--- src/rtl/control_sequencer.sv ---
// Multi-cycle fetch/decode/execute control unit for a reduced RV32I datapath.
// Optional macro ILLEGAL_TRAP_EN: illegal encodings halt the core instead of retiring as NOPs.
module control_sequencer #(
    parameter int DATA_WIDTH        = 32,
    parameter int REG_ADDRESS_WIDTH = 5,
    parameter int ALU_CTRL_WIDTH    = 3
) (
    input  logic                         clk,
    input  logic                         rst,
    output logic                         imem_req,
    input  logic                         imem_valid,
    input  logic [31:0]                  imem_instr,
    input  logic                         EQ,
    output logic [REG_ADDRESS_WIDTH-1:0] rs1,
    output logic [REG_ADDRESS_WIDTH-1:0] rs2,
    output logic [REG_ADDRESS_WIDTH-1:0] rd,
    output logic [DATA_WIDTH-1:0]        ImmOp,
    output logic                         ALUsrc,
    output logic [ALU_CTRL_WIDTH-1:0]    ALUctrl,
    output logic                         RegWrite,
    output logic                         pc_en,
    output logic                         PCsrc,
    output logic                         halted,
    output logic [31:0]                  instret
);

    typedef enum logic [1:0] {
        S_FETCH,
        S_DECODE,
`ifdef ILLEGAL_TRAP_EN
        S_EXECUTE,
        S_HALT
`else
        S_EXECUTE
`endif
    } state_t;

    localparam logic [31:0] NOP = 32'h0000_0013;

    state_t      r_state;
    state_t      w_state_next;
    logic [31:0] r_ir;
    logic [31:0] r_instret;
    logic        w_ir_load;
    logic        w_retire;

    logic [6:0]         w_opcode;
    logic [2:0]         w_funct3;
    logic [6:0]         w_funct7;
    logic               w_is_addi;
    logic               w_is_add;
    logic               w_is_br;
    logic               w_is_bne;
    logic               w_legal;
    logic               w_rd_nz;
    logic signed [11:0] w_iimm;
    logic signed [12:0] w_bimm;

    assign w_opcode = r_ir[6:0];
    assign w_funct3 = r_ir[14:12];
    assign w_funct7 = r_ir[31:25];

    assign w_is_addi = (w_opcode == 7'b0010011) && (w_funct3 == 3'b000);
    assign w_is_add  = (w_opcode == 7'b0110011) && (w_funct3 == 3'b000)
                    && (w_funct7 == 7'b0000000);
    assign w_is_br   = (w_opcode == 7'b1100011) && (w_funct3[2:1] == 2'b00);
    assign w_is_bne  = w_is_br && w_funct3[0];
    assign w_legal   = w_is_addi || w_is_add || w_is_br;
    assign w_rd_nz   = (r_ir[11:7] != 5'd0);

    assign w_iimm = r_ir[31:20];
    assign w_bimm = {r_ir[31], r_ir[7], r_ir[30:25], r_ir[11:8], 1'b0};

    assign rs1     = REG_ADDRESS_WIDTH'(r_ir[19:15]);
    assign rs2     = REG_ADDRESS_WIDTH'(r_ir[24:20]);
    assign rd      = REG_ADDRESS_WIDTH'(r_ir[11:7]);
    assign ImmOp   = w_is_br ? DATA_WIDTH'(w_bimm) : DATA_WIDTH'(w_iimm);
    assign ALUsrc  = w_is_addi;
    assign ALUctrl = w_is_br ? ALU_CTRL_WIDTH'(1) : ALU_CTRL_WIDTH'(0);
    assign instret = r_instret;

`ifdef ILLEGAL_TRAP_EN
    assign halted = (r_state == S_HALT) && !rst;
`else
    assign halted = 1'b0;
`endif

    always_ff @(posedge clk) begin
        if (rst) begin
            r_state   <= S_FETCH;
            r_ir      <= NOP;
            r_instret <= 32'd0;
        end else begin
            r_state <= w_state_next;
            if (w_ir_load) r_ir <= imem_instr;
            if (w_retire) r_instret <= r_instret + 32'd1;
        end
    end

    // Strobes are gated by rst so nothing leaks out while reset is held.
    always_comb begin
        w_state_next = r_state;
        w_ir_load    = 1'b0;
        w_retire     = 1'b0;
        imem_req     = 1'b0;
        pc_en        = 1'b0;
        RegWrite     = 1'b0;
        PCsrc        = 1'b0;
        if (!rst) begin
            unique case (r_state)
                S_FETCH: begin
                    imem_req = 1'b1;
                    if (imem_valid) begin
                        w_ir_load    = 1'b1;
                        w_state_next = S_DECODE;
                    end
                end
                S_DECODE: begin
                    w_state_next = S_EXECUTE;
                end
                S_EXECUTE: begin
                    w_state_next = S_FETCH;
`ifdef ILLEGAL_TRAP_EN
                    if (!w_legal) begin
                        w_state_next = S_HALT;
                    end else
`endif
                    begin
                        pc_en    = 1'b1;
                        w_retire = 1'b1;
                        RegWrite = w_legal && !w_is_br && w_rd_nz;
                        PCsrc    = w_is_br && (EQ ^ w_is_bne);
                    end
                end
`ifdef ILLEGAL_TRAP_EN
                S_HALT: begin
                    w_state_next = S_HALT;
                end
`endif
                default: begin
                    w_state_next = S_FETCH;
                end
            endcase
        end
    end

endmodule

--- config.mk ---
export PLATFORM = sky130hd
export DESIGN_NAME = control_sequencer
export DESIGN_NICKNAME = d
export VERILOG_FILES = /design/src/rtl/control_sequencer.sv
export SDC_FILE = /design/constraint.sdc
export NUM_CORES = 1
export LEC_CHECK = 0
export BUFFER_PORTS_ARGS = -buffer_cell sky130_fd_sc_hd__buf_2
export CORE_ASPECT_RATIO = 0.6
export CORE_MARGIN = 1
export CORE_UTILIZATION = 45
export CTS_CLUSTER_DIAMETER = 120
export DETAILED_ROUTE_END_ITERATION = 10
export PLACE_DENSITY = 0.71
export SLEW_MARGIN = 10
export SYNTH_ARGS = -nofsm -noshare
export SYNTH_HDL_FRONTEND = slang
export SYNTH_SLANG_ARGS = --single-unit
export TNS_END_PERCENT = 50
--- constraint.sdc ---
create_clock -name clk -period 2.72 [get_ports clk]
set_input_delay 0 -clock clk [delete_from_list [all_inputs] [get_ports clk]]
set_output_delay 0 -clock clk [all_outputs]
set_load 0.02 [all_outputs]
==> Word-level counts from Yosys, hierarchy flattened <==
Cells that the tools add are included.
{ "word_totals": {"ramBits": 0, "inputBits": 36, "register_bits": 66, "romBits": 0, "memories": 0, "output_inout_bits": 88, "elab_cells": 42, "latch_bits": 0} }
{ "classes": {"magnitude_cmp": 0, "bitwise_logic": 1, "mul": 0, "n_shift": 0, "n_mux": 15, "n_eq_ne": 6, "addsub": 1, "div_mod_pow": 0, "reduce_logical": 16} }
{ "op_table": {"columns": ["cell", "n"], "rows": [
  ["$add 32x1->32 const B", 1],
  ["$mux 1", 12],
  ["$mux 12", 1],
  ["$logic_and 1x1->1", 8],
  ["$eq 7x5->1 const B", 1],
  ["$eq 7x6->1 const B", 1],
  ["$eq 7x7->1 const B", 1],
  ["$logic_not 7->1", 1],
  ["$reduce_bool 5->1", 1],
  ["$logic_not 2->1", 2],
  ["$pmux 2 s2", 1],
  ["$logic_not 3->1", 1],
  ["$eq 2x1->1 const B", 1],
  ["$eq 2x2->1 const B", 1],
  ["$logic_or 1x1->1", 2],
  ["$mux 2", 1],
  ["$ne 2x2->1 const B", 1],
  ["$logic_not 1->1", 1],
  ["$xor 1x1->1", 1]
]} }

==> Longest topological paths before layout <==
{ "logic_depth": {"ltp_word": 9, "ltp_mapped": 7, "ltp_nobuf": 5} }

==> Least setup slack after synthesis <==
Ideal clock, no wire load.
{ "synth_timing": {"path_type": "reg-to-reg", "start": "register r_state[1]", "end": "register r_instret[29] (netlist: instret[29])", "arrival_ns": 1.883, "setup_slack_ns": 0.716, "path_buffers": 1, "required_time_ns": 2.599, "setup_ns": 0.121, "period_less_slack_ns": 2.004, "stages_incl_launch_ff": 7, "cell_sequence": "dfxtp_1 or3b_4 inv_1 buf_2 nand4_1 nor4_1 mux2_2"} }
{ "synth_via": {"elab_chain_len": 3} }
{ "synth_rtl": {"columns": ["item", "line", "rtl"], "rows": [
  ["from (decl)", "40", "state_t r_state;"],
  ["from (signal assigned)", "94", "r_state <= w_state_next;"],
  ["$eq 2x2->1", null, null],
  ["$mux 1 (2 in series)", null, null],
  ["net pc_en", "21", "output logic pc_en,"],
  ["to (signal assigned)", "96", "if (w_retire) r_instret <= r_instret + 32'd1;"],
  ["to (decl)", "43", "logic [31:0] r_instret;"]
]} }
The timed path passes the listed nets, and every way through them passes these cells.
A chain may end at the register's enable or synchronous reset.

==> Worst setup path in the final report <==
{ "layout_timing": {"start": "register r_state[1]", "end": "register r_instret[29] (netlist: instret[29])"} }
{ "layout_via": {"elab_chain_len": 3} }
{ "layout_rtl": {"columns": ["item", "line", "rtl"], "rows": [
  ["$eq 2x2->1", "110", "unique case (r_state)"],
  ["$mux 1", "110", null],
  ["$mux 1", "109", "if (!rst) begin"]
]} }
Every way passes these cells.

==> impl_metrics.tcl <==
set metrics [dict create \
    status "complete, but fails checks" \
    failed_checks "DRC" \
    clkLatencyLatePin_ns 0.34 \
    min_from "rst" \
    hold_end "instret[5]$_SDFFE_PP0P_" \
    worst_slew_pin_slew_ns 0.716 \
    hold_viol 0 \
    synth_ff_type "dfxtp_1" \
    synth.area.top_cells "dfxtp_1 40%, buf_4 10%, nand2_1 8.7%, a21oi_1 6.7%, mux2_2 3.4%" \
    max_stage_delay_ns 0.42 \
    path_max_fanout 12 \
    regToRegEndpoint "instret[29]$_SDFFE_PP0P_" \
    setup_tns_ns 0 \
    gr-usage-all-layers 0.249 \
    grt_pass1_vias 2915 \
    dp_cells 551 \
    synth.top_cell.area_share 0.404 \
    start_kind "flip-flop" \
    syn_area_mm2 0.00327 \
    cts_tree "built" \
    ys_warn_count 0 \
    reg2regPathDepth 5 \
    nNetsFinal 545 \
    rows 23 \
    area_delta_synth_final_pct 27.8 \
    timing.hold.ws_ns 0.212 \
    clkSinkCount 66 \
    place.gp.congestion 0.767 \
    clock.fmax_ghz 0.432 \
    r2r_slack_ns 0.41 \
    skew_ns 0.00611 \
    seq_area_frac_synth 0.404 \
    viasPerCell 5.24 \
    io_pins 124 \
    gr-total-overflow 0 \
    wirelength_mm 8.92 \
    grt_max_degree 72 \
    drv_cap 0 \
    grt_pass1_wl_mm 14.3 \
    htree_levels 3 \
    cts_setup_buffers 0 \
    routedWlPerCell_um 14.9 \
    setup_ws_ns 0.407 \
    slew_viol_final 0 \
    cts-buffers-inserted 9 \
    num_antenna_cells 0 \
    ys_async_sr_fraction 0 \
    slew_headroom 0.519 \
    hp-class "input port to flip-flop" \
    coreArea_mm2 0.00685 \
    fin_crit_sh 0.850 \
    synthCells 405 \
    cts_root_buf "clkbuf_16" \
    dr_total_vias 3145 \
    cts_buffer_depth 2 \
    hpwl_mm 5.74 \
    r2r_start "r_state[1]$_SDFFE_PP0P_" \
    die_h_um 68.0 \
    synth_area_leader_cell "dfxtp_1" \
    powerDensity_mw_per_mm2 555 \
    required_ns 2.94 \
    antenna_left 0 \
    internal_power_mw 1.74 \
    p_switching_uw 581 \
    drive_gt1_frac 0.292 \
    min_path_cells 5 \
    synthTopCellsByCount "76 x nand2_1, 66 x dfxtp_1, 45 x buf_4" \
    rsz0062_at_grt "no" \
    synth_cell_types 39 \
    nFillCells 609 \
    cp_data_arrival_time_ns 2.54 \
    synth_most_common_cell "nand2_1" \
    antenna_found_initial 0 \
    vdd_drop_max_mv 0.446 \
    die_w_um 112 \
    leakagePower_nw 1.84 \
    design.die.area_mm2 0.00762 \
    synth-edff-count 0 \
    port_buffers 120 \
    drt-pass1-iter-count 8 \
    fin_crit_ns 2.31 \
    crit_path_end_kind "flip-flop" \
    fin_cells 600 \
    ys_ff_latch 66 \
    crit_chain "or3b_4 -> inv_1 -> nand4_1 -> nor4_1 -> mux2_2" \
    crit_slowest_cell "or3b_4" \
    power_frac_seq 0.437 \
    critPathKind "flip-flop to flip-flop" \
    finalSetupViolCount 0 \
    initial_utilization 0.478 \
    total_power_mw 2.32 \
    avgSynthCellArea_um2 8.08 \
    drtIter0Drc 208 \
    clk_pin_slew_ns 0.05 \
    netSwitchingFraction 0.250 \
    dp_slack_ns 0.452 \
    p_comb_frac 0.108 \
    p_clk_frac 0.455 \
    drc 5 \
]
[cells in the final DEF, fill, tap and decap left out, types with 4 or more instances in the layout]
cell type | synthesis | final
dfxtp_1 | 66 | 66
clkbuf_1 | 15 | 4
buf_2 | 1 | 120
nor3_1 | 6 | 6
nand4_1 | 16 | 16
and4_1 | 5 | 5
nor2_1 | 17 | 17
and2_1 | 4 | 4
inv_1 | 6 | 6
nor4_1 | 6 | 6
o21ai_0 | 7 | 7
o31ai_1 | 10 | 10
clkbuf_16 | 0 | 9
dlygate4sd3_1 | 0 | 33
mux2_2 | 10 | 10
nand2_1 | 76 | 76
nand3_1 | 12 | 12
xnor2_1 | 5 | 5
or3_1 | 4 | 4
a21oi_1 | 44 | 44
or4_1 | 13 | 13
xor2_1 | 6 | 6
nor2b_1 | 5 | 5
[layer usage]
| layer | track usage | up-vias | routed length, um |
|---|---|---|---|
| li1 | - | 1561 | - |
| met1 | 0.304 | 1450 | 4030 |
| met2 | 0.411 | 121 | 4040 |
| met3 | 0.0948 | 13 | 719 |
| met4 | 0.0850 | 0 | 119 |
| met5 | 0 | - | 0 |
[sequential cells by signal, summed over array words and instances, names as in the netlist]
name     flops
instret     32
r_state      2
r_ir        32
[worst max-delay path by stage]
stage / end / startpoint
6_report: instret[29]$_SDFFE_PP0P_ / r_state[1]$_SDFFE_PP0P_
5_1_grt: instret[29]$_SDFFE_PP0P_ / r_state[1]$_SDFFE_PP0P_
3_5_place_dp: instret[29]$_SDFFE_PP0P_ / r_state[1]$_SDFFE_PP0P_
2_1_floorplan: instret[29]$_SDFFE_PP0P_ / r_state[1]$_SDFFE_PP0P_
4_1_cts: instret[29]$_SDFFE_PP0P_ / r_state[1]$_SDFFE_PP0P_
3_3_place_gp: instret[22]$_SDFFE_PP0P_ / r_state[1]$_SDFFE_PP0P_
[layout make-up]
cell class,instances,area [um^2],share of cell area
tap,87,109,0.0260
clock inverter,2,12.5,0.00299
inverter,6,22.5,0.00539
multi-input combinational,269,1510,0.361
timing repair buffer,156,953,0.228
sequential,66,1320,0.316
clock buffer,14,254,0.0608
[cell families after synthesis]
logic type,after synthesis,synth area share
AO/OA/AOI/OAI,62,0.103
XOR/XNOR,11,0.0295
adder cells (fa/ha/maj),1,0.00382
buffers and inverters,72,0.137
flip-flops,66,0.404
multiplexers,11,0.0375
other,1,0.00115
AND/OR/NAND/NOR,181,0.283
[timing repair]
| item | in CTS | in global routing |
|---|---|---|
| hold buffers | 33 | 0 |
| resized for setup | 0 | 0 |
| hold endpoints to repair | 33 | 0 |
[power groups by stage]
| stage | clock network, mW | registers, mW | logic [mW] |
|---|---|---|---|
| 2_1_floorplan | 0 | 1.03 | 0.173 |
| 3_3_place_gp | 0 | 1.03 | 0.208 |
| 3_5_place_dp | 0 | 1.03 | 0.209 |
| 4_1_cts | 1.07 | 1.01 | 0.246 |
| 5_1_grt | 1.13 | 1.02 | 0.271 |
| 6_report | 1.06 | 1.02 | 0.250 |
[worst max-delay path, delay by kind of cell (launching register included)]
family / cells / cell delay (ns)
muxes: 1 / 0.38
buffers and inverters: 1 / 0.28
DFF: 1 / 0.36
and+or+nand+nor: 3 / 1.18
[through the flow]
| step | util | area (um^2) |
|---|---|---|
| finish | 0.610 | 4180 |
| global route | 0.610 | 4180 |
| CTS | 0.610 | 4180 |
| detailed placement | 0.523 | 3580 |
| global placement | 0.523 | 3580 |
| floorplan | - | 3280 |
Note: power is estimated with default switching activity, not from simulation.
